==> config.mk <==
export PLATFORM = sky130hd
export DESIGN_NAME = mem_access_stage
export DESIGN_NICKNAME = d
export VERILOG_FILES = /design/src/rtl/mem_access_stage.sv
export SDC_FILE = /design/constraint.sdc
export NUM_CORES = 1
export LEC_CHECK = 0
export ABC_AREA = 1
export BUFFER_PORTS_ARGS = -buffer_cell sky130_fd_sc_hd__buf_2
export CORE_MARGIN = 2
export CORE_UTILIZATION = 44
export DETAILED_ROUTE_END_ITERATION = 12
export PLACE_DENSITY_LB_ADDON = 0.08
export SYNTH_ARGS = -nofsm -noshare
export SYNTH_HDL_FRONTEND = slang
export SYNTH_SLANG_ARGS = --single-unit
==> constraint.sdc <==
create_clock -name Clk -period 2.3 [get_ports Clk]
set_input_delay 0.69 -clock Clk [delete_from_list [all_inputs] [get_ports Clk]]
set_output_delay 0.69 -clock Clk [all_outputs]
set_load 0.02 [all_outputs]
==> src/rtl/mem_access_stage.sv <==
// mem_access_stage
//   MEM stage plus MEM/WB pipeline register. Issues one data-memory access
//   per load/store over a req/ack bus, aligns store bytes onto their lanes,
//   sign-extends loads, and stalls upstream until the access finishes.
//
// Ports
//   Clk, Reset            clock (rising edge), asynchronous active-low reset
//   RegWrite .. PCAddResult  EX/MEM register fields
//   dmem_*                data-memory req/ack bus (outputs registered)
//   Stall                 combinational hold for EX/MEM and upstream
//   *_wb                  MEM/WB register fields
//   align_err, bus_err    one-cycle pulses for dropped / timed-out accesses
module mem_access_stage #(
    parameter int unsigned TIMEOUT = 255
) (
    input  logic        Clk,
    input  logic        Reset,
    input  logic        RegWrite,
    input  logic        MemRead,
    input  logic        MemWrite,
    input  logic        loadhalf,
    input  logic        loadbyte,
    input  logic        storehalf,
    input  logic        storebyte,
    input  logic [1:0]  MemtoReg,
    input  logic [4:0]  RTorRd,
    input  logic [31:0] ALUResult,
    input  logic [31:0] WriteData,
    input  logic [31:0] PCAddResult,
    output logic        dmem_req,
    output logic        dmem_we,
    output logic [31:0] dmem_addr,
    output logic [3:0]  dmem_be,
    output logic [31:0] dmem_wdata,
    input  logic        dmem_ack,
    input  logic [31:0] dmem_rdata,
    output logic        Stall,
    output logic        RegWrite_wb,
    output logic [1:0]  MemtoReg_wb,
    output logic [4:0]  RTorRd_wb,
    output logic [31:0] MemData_wb,
    output logic [31:0] ALUResult_wb,
    output logic [31:0] PCAddResult_wb,
    output logic        align_err,
    output logic        bus_err
);

    localparam int unsigned CW = (TIMEOUT > 2) ? $clog2(TIMEOUT) : 1;
    localparam logic [CW-1:0] CNT_LAST = CW'((TIMEOUT == 0) ? 0 : TIMEOUT - 1);

    typedef enum logic [1:0] {
        S_IDLE,
        S_WAIT,
        S_RESP
    } state_t;

    state_t        state_q, state_d;
    logic [CW-1:0] cnt_q, cnt_d;
    logic          req_q, req_d;
    logic          we_q, we_d;
    logic [31:0]   addr_q, addr_d;
    logic [3:0]    be_q, be_d;
    logic [31:0]   wdata_q, wdata_d;
    logic          regwrite_wb_q, regwrite_wb_d;
    logic [1:0]    memtoreg_wb_q, memtoreg_wb_d;
    logic [4:0]    rtorrd_wb_q, rtorrd_wb_d;
    logic [31:0]   memdata_wb_q, memdata_wb_d;
    logic [31:0]   aluresult_wb_q, aluresult_wb_d;
    logic [31:0]   pcaddresult_wb_q, pcaddresult_wb_d;
    logic          align_err_q, align_err_d;
    logic          bus_err_q, bus_err_d;

    logic        mem;
    logic        bad;
    logic        is_half;
    logic        is_byte;
    logic        is_word;
    logic [3:0]  st_be;
    logic [31:0] st_wdata;
    logic [31:0] ld_data;
    logic [7:0]  ld_byte;
    logic [15:0] ld_half;

    // Access size and legality. Size qualifiers come from the load or store
    // set depending on direction; byte takes priority over half.
    always_comb begin
        mem     = MemRead | MemWrite;
        is_byte = MemRead ? loadbyte : storebyte;
        is_half = (MemRead ? loadhalf : storehalf) & ~is_byte;
        is_word = ~is_byte & ~is_half;
        bad     = (MemRead & MemWrite)
                | (is_word & (ALUResult[1:0] != 2'b00))
                | (is_half & ALUResult[0]);
    end

    // Store lane placement and load extraction.
    always_comb begin
        st_be    = 4'b1111;
        st_wdata = WriteData;
        if (is_byte) begin
            st_be    = 4'b0001 << ALUResult[1:0];
            st_wdata = {4{WriteData[7:0]}};
        end else if (is_half) begin
            st_be    = ALUResult[1] ? 4'b1100 : 4'b0011;
            st_wdata = {2{WriteData[15:0]}};
        end

        ld_byte = dmem_rdata[8*ALUResult[1:0] +: 8];
        ld_half = dmem_rdata[16*ALUResult[1] +: 16];
        if (is_byte) begin
            ld_data = {{24{ld_byte[7]}}, ld_byte};
        end else if (is_half) begin
            ld_data = {{16{ld_half[15]}}, ld_half};
        end else begin
            ld_data = dmem_rdata;
        end
    end

    always_comb begin
        state_d          = state_q;
        cnt_d            = cnt_q;
        req_d            = req_q;
        we_d             = we_q;
        addr_d           = addr_q;
        be_d             = be_q;
        wdata_d          = wdata_q;
        regwrite_wb_d    = 1'b0;
        memtoreg_wb_d    = '0;
        rtorrd_wb_d      = '0;
        memdata_wb_d     = '0;
        aluresult_wb_d   = '0;
        pcaddresult_wb_d = '0;
        align_err_d      = 1'b0;
        bus_err_d        = 1'b0;

        unique case (state_q)
            S_IDLE: begin
                if (!mem) begin
                    regwrite_wb_d    = RegWrite;
                    memtoreg_wb_d    = MemtoReg;
                    rtorrd_wb_d      = RTorRd;
                    aluresult_wb_d   = ALUResult;
                    pcaddresult_wb_d = PCAddResult;
                end else if (bad) begin
                    align_err_d = 1'b1;
                end else begin
                    req_d   = 1'b1;
                    we_d    = MemWrite;
                    addr_d  = {ALUResult[31:2], 2'b00};
                    be_d    = MemWrite ? st_be : 4'b0000;
                    wdata_d = MemWrite ? st_wdata : '0;
                    cnt_d   = '0;
                    state_d = S_WAIT;
                end
            end

            S_WAIT: begin
                // EX/MEM is held by Stall, so the instruction fields and the
                // address used for load extraction are still valid here.
                if (dmem_ack) begin
                    req_d            = 1'b0;
                    regwrite_wb_d    = RegWrite & ~MemWrite;
                    memtoreg_wb_d    = MemtoReg;
                    rtorrd_wb_d      = RTorRd;
                    memdata_wb_d     = MemRead ? ld_data : '0;
                    aluresult_wb_d   = ALUResult;
                    pcaddresult_wb_d = PCAddResult;
                    state_d          = S_RESP;
                end else if (TIMEOUT != 0) begin
                    if (cnt_q == CNT_LAST) begin
                        req_d     = 1'b0;
                        bus_err_d = 1'b1;
                        state_d   = S_RESP;
                    end else begin
                        cnt_d = cnt_q + 1'b1;
                    end
                end
            end

            S_RESP: begin
                state_d = S_IDLE;
            end

            default: begin
                state_d = S_IDLE;
                req_d   = 1'b0;
            end
        endcase
    end

    always_ff @(posedge Clk or negedge Reset) begin
        if (!Reset) begin
            state_q          <= S_IDLE;
            cnt_q            <= '0;
            req_q            <= 1'b0;
            we_q             <= 1'b0;
            addr_q           <= '0;
            be_q             <= '0;
            wdata_q          <= '0;
            regwrite_wb_q    <= 1'b0;
            memtoreg_wb_q    <= '0;
            rtorrd_wb_q      <= '0;
            memdata_wb_q     <= '0;
            aluresult_wb_q   <= '0;
            pcaddresult_wb_q <= '0;
            align_err_q      <= 1'b0;
            bus_err_q        <= 1'b0;
        end else begin
            state_q          <= state_d;
            cnt_q            <= cnt_d;
            req_q            <= req_d;
            we_q             <= we_d;
            addr_q           <= addr_d;
            be_q             <= be_d;
            wdata_q          <= wdata_d;
            regwrite_wb_q    <= regwrite_wb_d;
            memtoreg_wb_q    <= memtoreg_wb_d;
            rtorrd_wb_q      <= rtorrd_wb_d;
            memdata_wb_q     <= memdata_wb_d;
            aluresult_wb_q   <= aluresult_wb_d;
            pcaddresult_wb_q <= pcaddresult_wb_d;
            align_err_q      <= align_err_d;
            bus_err_q        <= bus_err_d;
        end
    end

    // Stall is forced low during reset so every output reads 0 while held.
    assign Stall = Reset & (((state_q == S_IDLE) & mem & ~bad) | (state_q == S_WAIT));

    assign dmem_req       = req_q;
    assign dmem_we        = we_q;
    assign dmem_addr      = addr_q;
    assign dmem_be        = be_q;
    assign dmem_wdata     = wdata_q;
    assign RegWrite_wb    = regwrite_wb_q;
    assign MemtoReg_wb    = memtoreg_wb_q;
    assign RTorRd_wb      = rtorrd_wb_q;
    assign MemData_wb     = memdata_wb_q;
    assign ALUResult_wb   = aluresult_wb_q;
    assign PCAddResult_wb = pcaddresult_wb_q;
    assign align_err      = align_err_q;
    assign bus_err        = bus_err_q;

endmodule

* After elaboration in Yosys (flattened, before gate mapping)
Index checks and enable logic that the tools add are counted. W data, S select, Z words.
Word-level totals: flip-flop bits (word level) 184, latch bits 0, memory bits (writable) 0, memory bits (read-only) 0, input port bits 145, output and inout port bits 177, logic and storage cells 102, memories 0
Cells by class: add/sub/neg operators 1, $mul 0, divide/modulo/power cells 0, magnitude comparators 0, eq/ne operators 8, shifts and indexed selects 3, muxes and demuxes 50, bitwise operators 18, reductions and logical operators 7
Operator list (number):
- $mux W32 | 12
- $pmux W32 S2 | 2
- $mux W8 | 4
- $shiftx A32 B6 Y16 | 1
- $shiftx A32 B6 Y8 | 1
- $mux W4 | 4
- $pmux W8 S2 | 1
- $mux W1 | 14
- $mux W2 | 6
- $mux W5 | 2
- $pmux W5 S2 | 1
- $and A1 B1 Y1 | 9
- $add A8 B1 Y8 const B | 1
- $eq A8 B8 Y1 const B | 1
- $ne A2 B2 Y1 const B | 4
- $pmux W2 S2 | 2
- $reduce_and A3 Y1 | 2
- $not A1 Y1 | 5
- $reduce_and A5 Y1 | 1
- $or A1 B1 Y1 | 4
- $reduce_and A4 Y1 | 1
- $reduce_bool A2 Y1 | 2
- $shl A1 B2 Y4 const A | 1
- $ne A3 B3 Y1 const B | 1
- 5 further kinds | 5

* Longest topological paths before layout
Gate-level depths: netlist of the first run.
depth after elaboration 12, gate-level depth with buffers 12, depth with buffers taken out 9

* Worst setup path after synthesis of the first run
No wires, ideal clock.
kind input-to-output, from input ALUResult[1], to output Stall, data arrival time 2.010 ns, data required time 1.610 ns, path slack -0.400 ns, stages on the path 7, path buffers 2, path through buf_4 > nor2_1 > inv_1 > nand3_2 > nand4_4 > buf_2 > a21boi_0
On the way: word-level cells in the longest chain between the ends 8
Ends and longest elaborated chain:
- start: declaration | line 27 | input logic [31:0] ALUResult,
- $reduce_bool A2 Y1 | line 92 | | (is_word & (ALUResult[1:0] != 2'b00))
- $and A1 B1 Y1 | line 92
- $or A1 B1 Y1 | line 92
- $or A1 B1 Y1 | line 93 | | (is_half & ALUResult[0]);
- $not A1 Y1 (no source line)
- $and A1 B1 Y1 | line 228 | assign Stall = Reset & (((state_q == S_IDLE) & mem & ~bad) | (state_q == S_WAIT));
- $or A1 B1 Y1 | line 228
- $and A1 B1 Y1 | line 228
- end: declaration | line 37 | output logic Stall,
No other way between the ends.

* Worst setup path in the final report of the first run
from input MemRead, to output Stall
On the way: word-level cells in the longest chain between the ends 12, elaborated cells between the ends (all ways) 17, classes of those cells mux (2); bitwise (15)
Ends and longest elaborated chain:
- start: declaration | line 19 | input logic MemRead,
- $mux W1 | line 88 | is_byte = MemRead ? loadbyte : storebyte;
- $not A1 Y1 | line 89, 90
- $and A1 B1 Y1 | line 89 | is_half = (MemRead ? loadhalf : storehalf) & ~is_byte;
- $not A1 Y1 | line 90 | is_word = ~is_byte & ~is_half;
- $and A1 B1 Y1 | line 90
- $and A1 B1 Y1 | line 92
- $or A1 B1 Y1 | line 92
- $or A1 B1 Y1 | line 93
- $not A1 Y1 (no source line)
- $and A1 B1 Y1 (*) | line 228
- $or A1 B1 Y1 (*) | line 228
- $and A1 B1 Y1 (*) | line 228
Every way passes the cells marked *; elsewhere a longest branch is shown, timed or not.

==> results of run 1 <==
==> how the worst max path moves through the flow <==
stage / from / cells after the start / slack (ns) / end
after floorplan: MemRead / 9 / -0.03 / Stall
after global placement: MemRead / 6 / -0.07 / Stall
after detailed placement: MemRead / 6 / -0.11 / Stall
after CTS: MemRead / 6 / 0.009 / Stall
after global routing: MemRead / 6 / -0.02 / Stall
final: MemRead / 6 / 0.05 / Stall
==> sequential cells by signal, indices dropped and copies added (netlist names), 2 cells and up <==
| register | count |
|---|---|
| MemData_wb | 32 |
| cnt_q | 8 |
| dmem_wdata | 32 |
| dmem_addr | 30 |
| ALUResult_wb | 32 |
| state_q | 2 |
| PCAddResult_wb | 32 |
| MemtoReg_wb | 2 |
| RTorRd_wb | 5 |
| dmem_be | 4 |
==> synthesized netlist by cell type, types with 2 or more instances <==
master and n:
clkbuf_2 2, clkbuf_1 20, a21oi_1 32, xor2_1 2
dfrtp_1 184, nand4_1 3, buf_4 5, ha_1 2
nand3_1 36, inv_2 4, nor2_1 125, nand2_2 5
inv_1 95, o21ai_1 40, a31oi_1 15, o21ai_0 53
buf_2 11, nand2_4 2, nor2_2 2, buf_6 8
nand2_1 256
==> metrics by stage <==
stage                     setup slack [ns]  hold WS, ns  util (%)  cells  instance area (sq um)
final                               0.0473        0.369      60.2   1476                  10400
after global routing               -0.0159        0.393      60.2   1475                  10400
after detailed placement            -0.107        0.468      56.5   1442                   9780
after CTS                          0.00855        0.391      60.1   1475                  10400
after global placement             -0.0707        0.461      56.5   1442                   9780
after floorplan                    -0.0276        0.394         -    914                   7860
==> where the power goes <==
part | internal, mW | switching [mW] | leakage [nW]
combinational | 1.20 | 2.55 | 3.41
clock | 1.48 | 1.47 | 0.286
sequential | 4.05 | 0.373 | 2.44
==> what timing repair did <==
item                       CTS  global route
gates resized for setup      4             4
pin swaps                    3             0
setup endpoints to repair    1             1
setup buffers                1             0
==> critical path, cell delays in order <==
cell and delay, ns:
buf_6 0.12, nor2_1 0.09, nor3_4 0.25, nand4_4 0.13
a21boi_4 0.15, buf_6 0.14
==> layer usage <==
layer	vias to the layer above	wire (microns)	GRT usage (%)
met5	-	16	0
met4	2	417	6.99
met1	3267	9270	30.4
met2	281	10300	37.8
met3	34	1950	6.78
li1	3481	-	-
==> logic make-up (layout without fill, tap and decap cells) <==
family          after synthesis  in the layout  share of synthesized area (%)
compound gates              142            142                           9.42
other cells                   1              3                         0.0481
xor+xnor                      3              3                          0.337
buf+inv                     147            483                           8.33
simple gates                434            434                           22.5
flops                       184            184                           59.1
fa+ha+maj                     2              2                          0.321
==> final cells by class <==
class / instances / area (sq um)
fill: 1619 / 6880
sequential: 184 / 4610
multi-input combinational: 583 / 2600
timing repair buffer: 350 / 1940
clock buffer: 17 / 425
inverter: 101 / 387
tap: 225 / 282
clock inverter: 15 / 176
antenna: 1 / 2.50
==> reports/qor.csv, run 1 <==
metric;value;unit
run status;completed;
Synth area leaders;dfrtp_1, nand2_1, nor2_1, inv_1, o21ai_0;
Worst R2R Start;cnt_q[3]$_DFFE_PN0P_;
Hold Path Class;in -> async;
final hold violation count;0;
reg2reg path depth;7;
CTS tree;done;
P&R area growth vs syn;33.6;%
crit path time final;2.25;ns
root buf cell;clkbuf_16;
setup TNS;0;ns
final worst-path cycle share;97.9;%
Total GRT Usage;23.3;%
hold buffer count at CTS;0;
largest net degree at the start of global routing;97;
Cell Area, Synth;0.00780;sq mm
number of synthesized flops with an enable pin;0;
Pwr Density;1070;mW/mm^2
post-synthesis sequential area ratio;59.1;%
row count;48;
post-synthesis async set-or-reset flop share;100;%
slack of the worst reg-to-reg path;0.58;ns
clk_lat worst skew;0.43;ns
vias per cell;4.79;
post-synth cell types;32;
Power Total;11.1;mW
hpwl dp;15700;microns
Die X;137;microns
clock tree buffer depth;2;
fmax;444;MHz
top cell type by total area after synthesis;dfrtp_1;
Post-synth top flop;dfrtp_1;
drc violations;0;
I/O pins;322;
gpl congestion;0.831;
CP Class;in -> out;
Worst slew margin;63.8;%
Critical R2R Capture;dmem_req$_DFFE_PN0P_;
vias in the first global route;6772;
Reg clk slew, reported paths;0.08;ns
Yosys warnings;0;
final setup violation count;0;
Remaining Overflow, GRT;0;
nature of the critical path startpoint;input port;
Final ANT Viol Nets;0;
wire per inst;14.9;microns
Least-Margin Pin Slew;0.542;ns
Total Routed Length;22000;microns
area share of the largest cell type after synthesis;59.1;%
worst-path maximum fanout;6;
Yosys reg bits;184;
via count;7065;
Mapped Avg Cell Area;8.54;sq um
Worst Path Arrival;1.56;ns
die area;0.0188;sq mm
worst vdd ir;0.000730;V
detailed router's first-iteration violation count;392;
TritonCTS Buffers;17;
max cap viols;0;
CTS H-tree lvls;4;
worst clock skew;0.0138;ns
drt pass-1 iters;5;
first-pass GRT wire length;34100;microns
clock sink total;184;
initial antenna violation count;2;
synthesized netlist cell count;913;
Crit. End Element;output pin;
P_leak;6.13;nW
share of post-route cells with drive strength above 1;32.8;%
Layout Nets;1384;
DIE HEIGHT;137;microns
PortBufs;319;
commonest non-fill, non-tap cells in the layout;buf_2, nand2_1, dfrtp_1;
Worst EP required;1.61;ns
most common cell after layout, fill and taps aside;buf_2;
core area;0.0173;sq mm
Initial Util;45.1;%
Slew Limit Fails;0;
No activity file was read; power rests on OpenSTA's default activity.
==> run 2, diff against run 1 <==
Settings changed: CELL_PAD_IN_SITES_DETAIL_PLACEMENT set to 1, CELL_PAD_IN_SITES_GLOBAL_PLACEMENT set to 1, CORE_UTILIZATION 44 to 31.
==> reports/qor.csv, run 2 (synthesis gave the netlist of run 1 again) <==
metric;value;unit;change
DIE HEIGHT;163;microns;+19%
P_int;6.72;mW;about the same
TritonCTS Buffers;17;;unchanged
vias per cell;4.53;;-5.3%
drt pass-1 iters;4;;-1
clock sink total;184;;unchanged
hpwl dp;18000;microns;+15%
crit path time final;2.23;ns;-0.0239 ns
Crit. End Element;output pin;;
clock tree buffer depth;2;;unchanged
CP Class;in -> out;;
Worst Setup Slack, final;0.0712;ns;+0.0239 ns
final setup violation count;0;;unchanged
Reg clk slew, reported paths;0.08;ns;about the same
uppermost layer routed;met5;;
met2 routed WL;12100;microns;+17%
switch share;40.1;%;+0.64 points
row count;58;;+21%
Critical R2R Capture;dmem_req$_DFFE_PN0P_;;
Pwr Density;1060;mW/mm^2;-0.45%
gpl congestion;0.792;;-4.7%
detailed router's first-iteration violation count;416;;+6.1%
Clock power frac;26.9;%;+0.4 points
worst-path maximum fanout;3;;-3
share of post-route cells with drive strength above 1;33.1;%;+0.29 points
first-pass GRT wire length;40000;microns;+18%
Total GRT Usage;19.3;%;-4.0 points
final worst-path cycle share;96.9;%;-1.0 points
worst clock skew;0.0150;ns;+0.00124 ns
wire per inst;15.9;microns;+6.5%
via count;7181;;+1.6%
wire length on met3;1390;microns;-29%
P_leak;6.15;nW;+0.26%
die area;0.0264;sq mm;+41%
Fin Hold WS;0.447;ns;+0.0782 ns
core area;0.0250;sq mm;+44%
Worst Path Arrival;1.54;ns;-0.02 ns
vias in the first global route;7387;;+9.1%
Hold Path Class;in -> async;;
CTS H-tree lvls;4;;unchanged
CTS tree;done;;
initial antenna violation count;2;;unchanged
Least-Margin Pin Slew;1.06;ns;+0.514 ns
Seq pwr share;39.5;%;-0.3 points
run status;completed;;
most common cell after layout, fill and taps aside;buf_2;;
dpl ws;-0.234;ns;-0.127 ns
P&R area growth vs syn;35.6;%;
largest net degree at the start of global routing;185;;+91%
clk_lat worst skew;0.44;ns;about the same
worst vdd ir;0.000488;V;-33%
reg2reg path depth;7;;unchanged
met1 wire length;11000;microns;+19%
Layout Nets;1388;;+0.29%
Die X;163;microns;+19%
Final Core Density;42.3;%;-18 points
Worst slew margin;29.6;%;-34 points
final hold violation count;0;;unchanged
Gate power share;33.6;%;about the same
Slew Limit Fails;0;;unchanged
drc violations;0;;unchanged
Total Routed Length;25200;microns;+14%
fmax;449;MHz;+1.1%
max cap viols;0;;unchanged
nature of the critical path startpoint;input port;;
Final ANT Viol Nets;0;;unchanged
PortBufs;319;;unchanged
Psw;4.51;mW;+2.7%
Worst R2R Start;cnt_q[3]$_DFFE_PN0P_;;
commonest non-fill, non-tap cells in the layout;buf_2, nand2_1, dfrtp_1;;
setup TNS;0;ns;unchanged
Worst EP required;1.61;ns;about the same
Remaining Overflow, GRT;0;;unchanged
root buf cell;clkbuf_16;;
unrepaired setup endpoints after global routing;no;;
slack of the worst reg-to-reg path;0.50;ns;-0.08 ns
I/O pins;322;;unchanged
Initial Util;31.2;%;-14 points
==> run 2: cell type report <==
class | count | area [sq um]
fill | 3107 | 14400
sequential | 184 | 4610
multi-input combinational | 583 | 2600
timing repair buffer | 354 | 1940
clock buffer | 17 | 425
tap | 330 | 413
inverter | 101 | 387
clock inverter | 15 | 195
antenna | 1 | 2.50
==> run 2: per-layer routing <==
metal / up-vias / GRT usage (%)
met1: 3465 / 24.8
met3: 31 / 4.20
met5: - / 0
met2: 197 / 32.1
li1: 3486 / -
met4: 2 / 7.24
==> run 2: critical path, cell delays in order <==
cell      delay, ns
buf_2          0.13
nor2_1         0.09
nor3_4         0.22
nand4_4        0.12
a21boi_4       0.15
buf_6          0.15
==> run 2: metrics by stage <==
stage | power (mW) | area, sq um | cells
after global routing | 12.0 | 10600 | 1585
after global placement | 8.23 | 9910 | 1551
after CTS | 11.4 | 10600 | 1583
after floorplan | 6.74 | 7860 | 914
final | 11.2 | 10600 | 1585
after detailed placement | 8.31 | 9910 | 1551
==> run 2: worst max path at each step <==
stage,from,to
floorplan,MemRead,Stall
global placement,MemRead,dmem_be[1]$_DFFE_PN0P_
detailed placement,MemRead,dmem_be[1]$_DFFE_PN0P_
CTS,state_q[1]$_DFFE_PN0P_,Stall
global route,state_q[0]$_DFFE_PN0P_,Stall
finish,MemWrite,Stall
==> run 2: power groups by stage <==
stage	Sequential [mW]	Clock [mW]	Combinational (mW)
4_1_cts	4.44	3.13	3.84
3_3_place_gp	4.49	0	3.74
6_report	4.43	3.02	3.78
5_1_grt	4.54	3.25	4.17
2_1_floorplan	5.49	0	1.25
3_5_place_dp	4.49	0	3.81
==> run 2: timing repair <==
item,CTS,global route
pin swaps,3,1
setup endpoints to repair,1,1
hold endpoints to repair,0,0
resized for setup,9,0
setup buffers,1,1
hold buffers,0,0
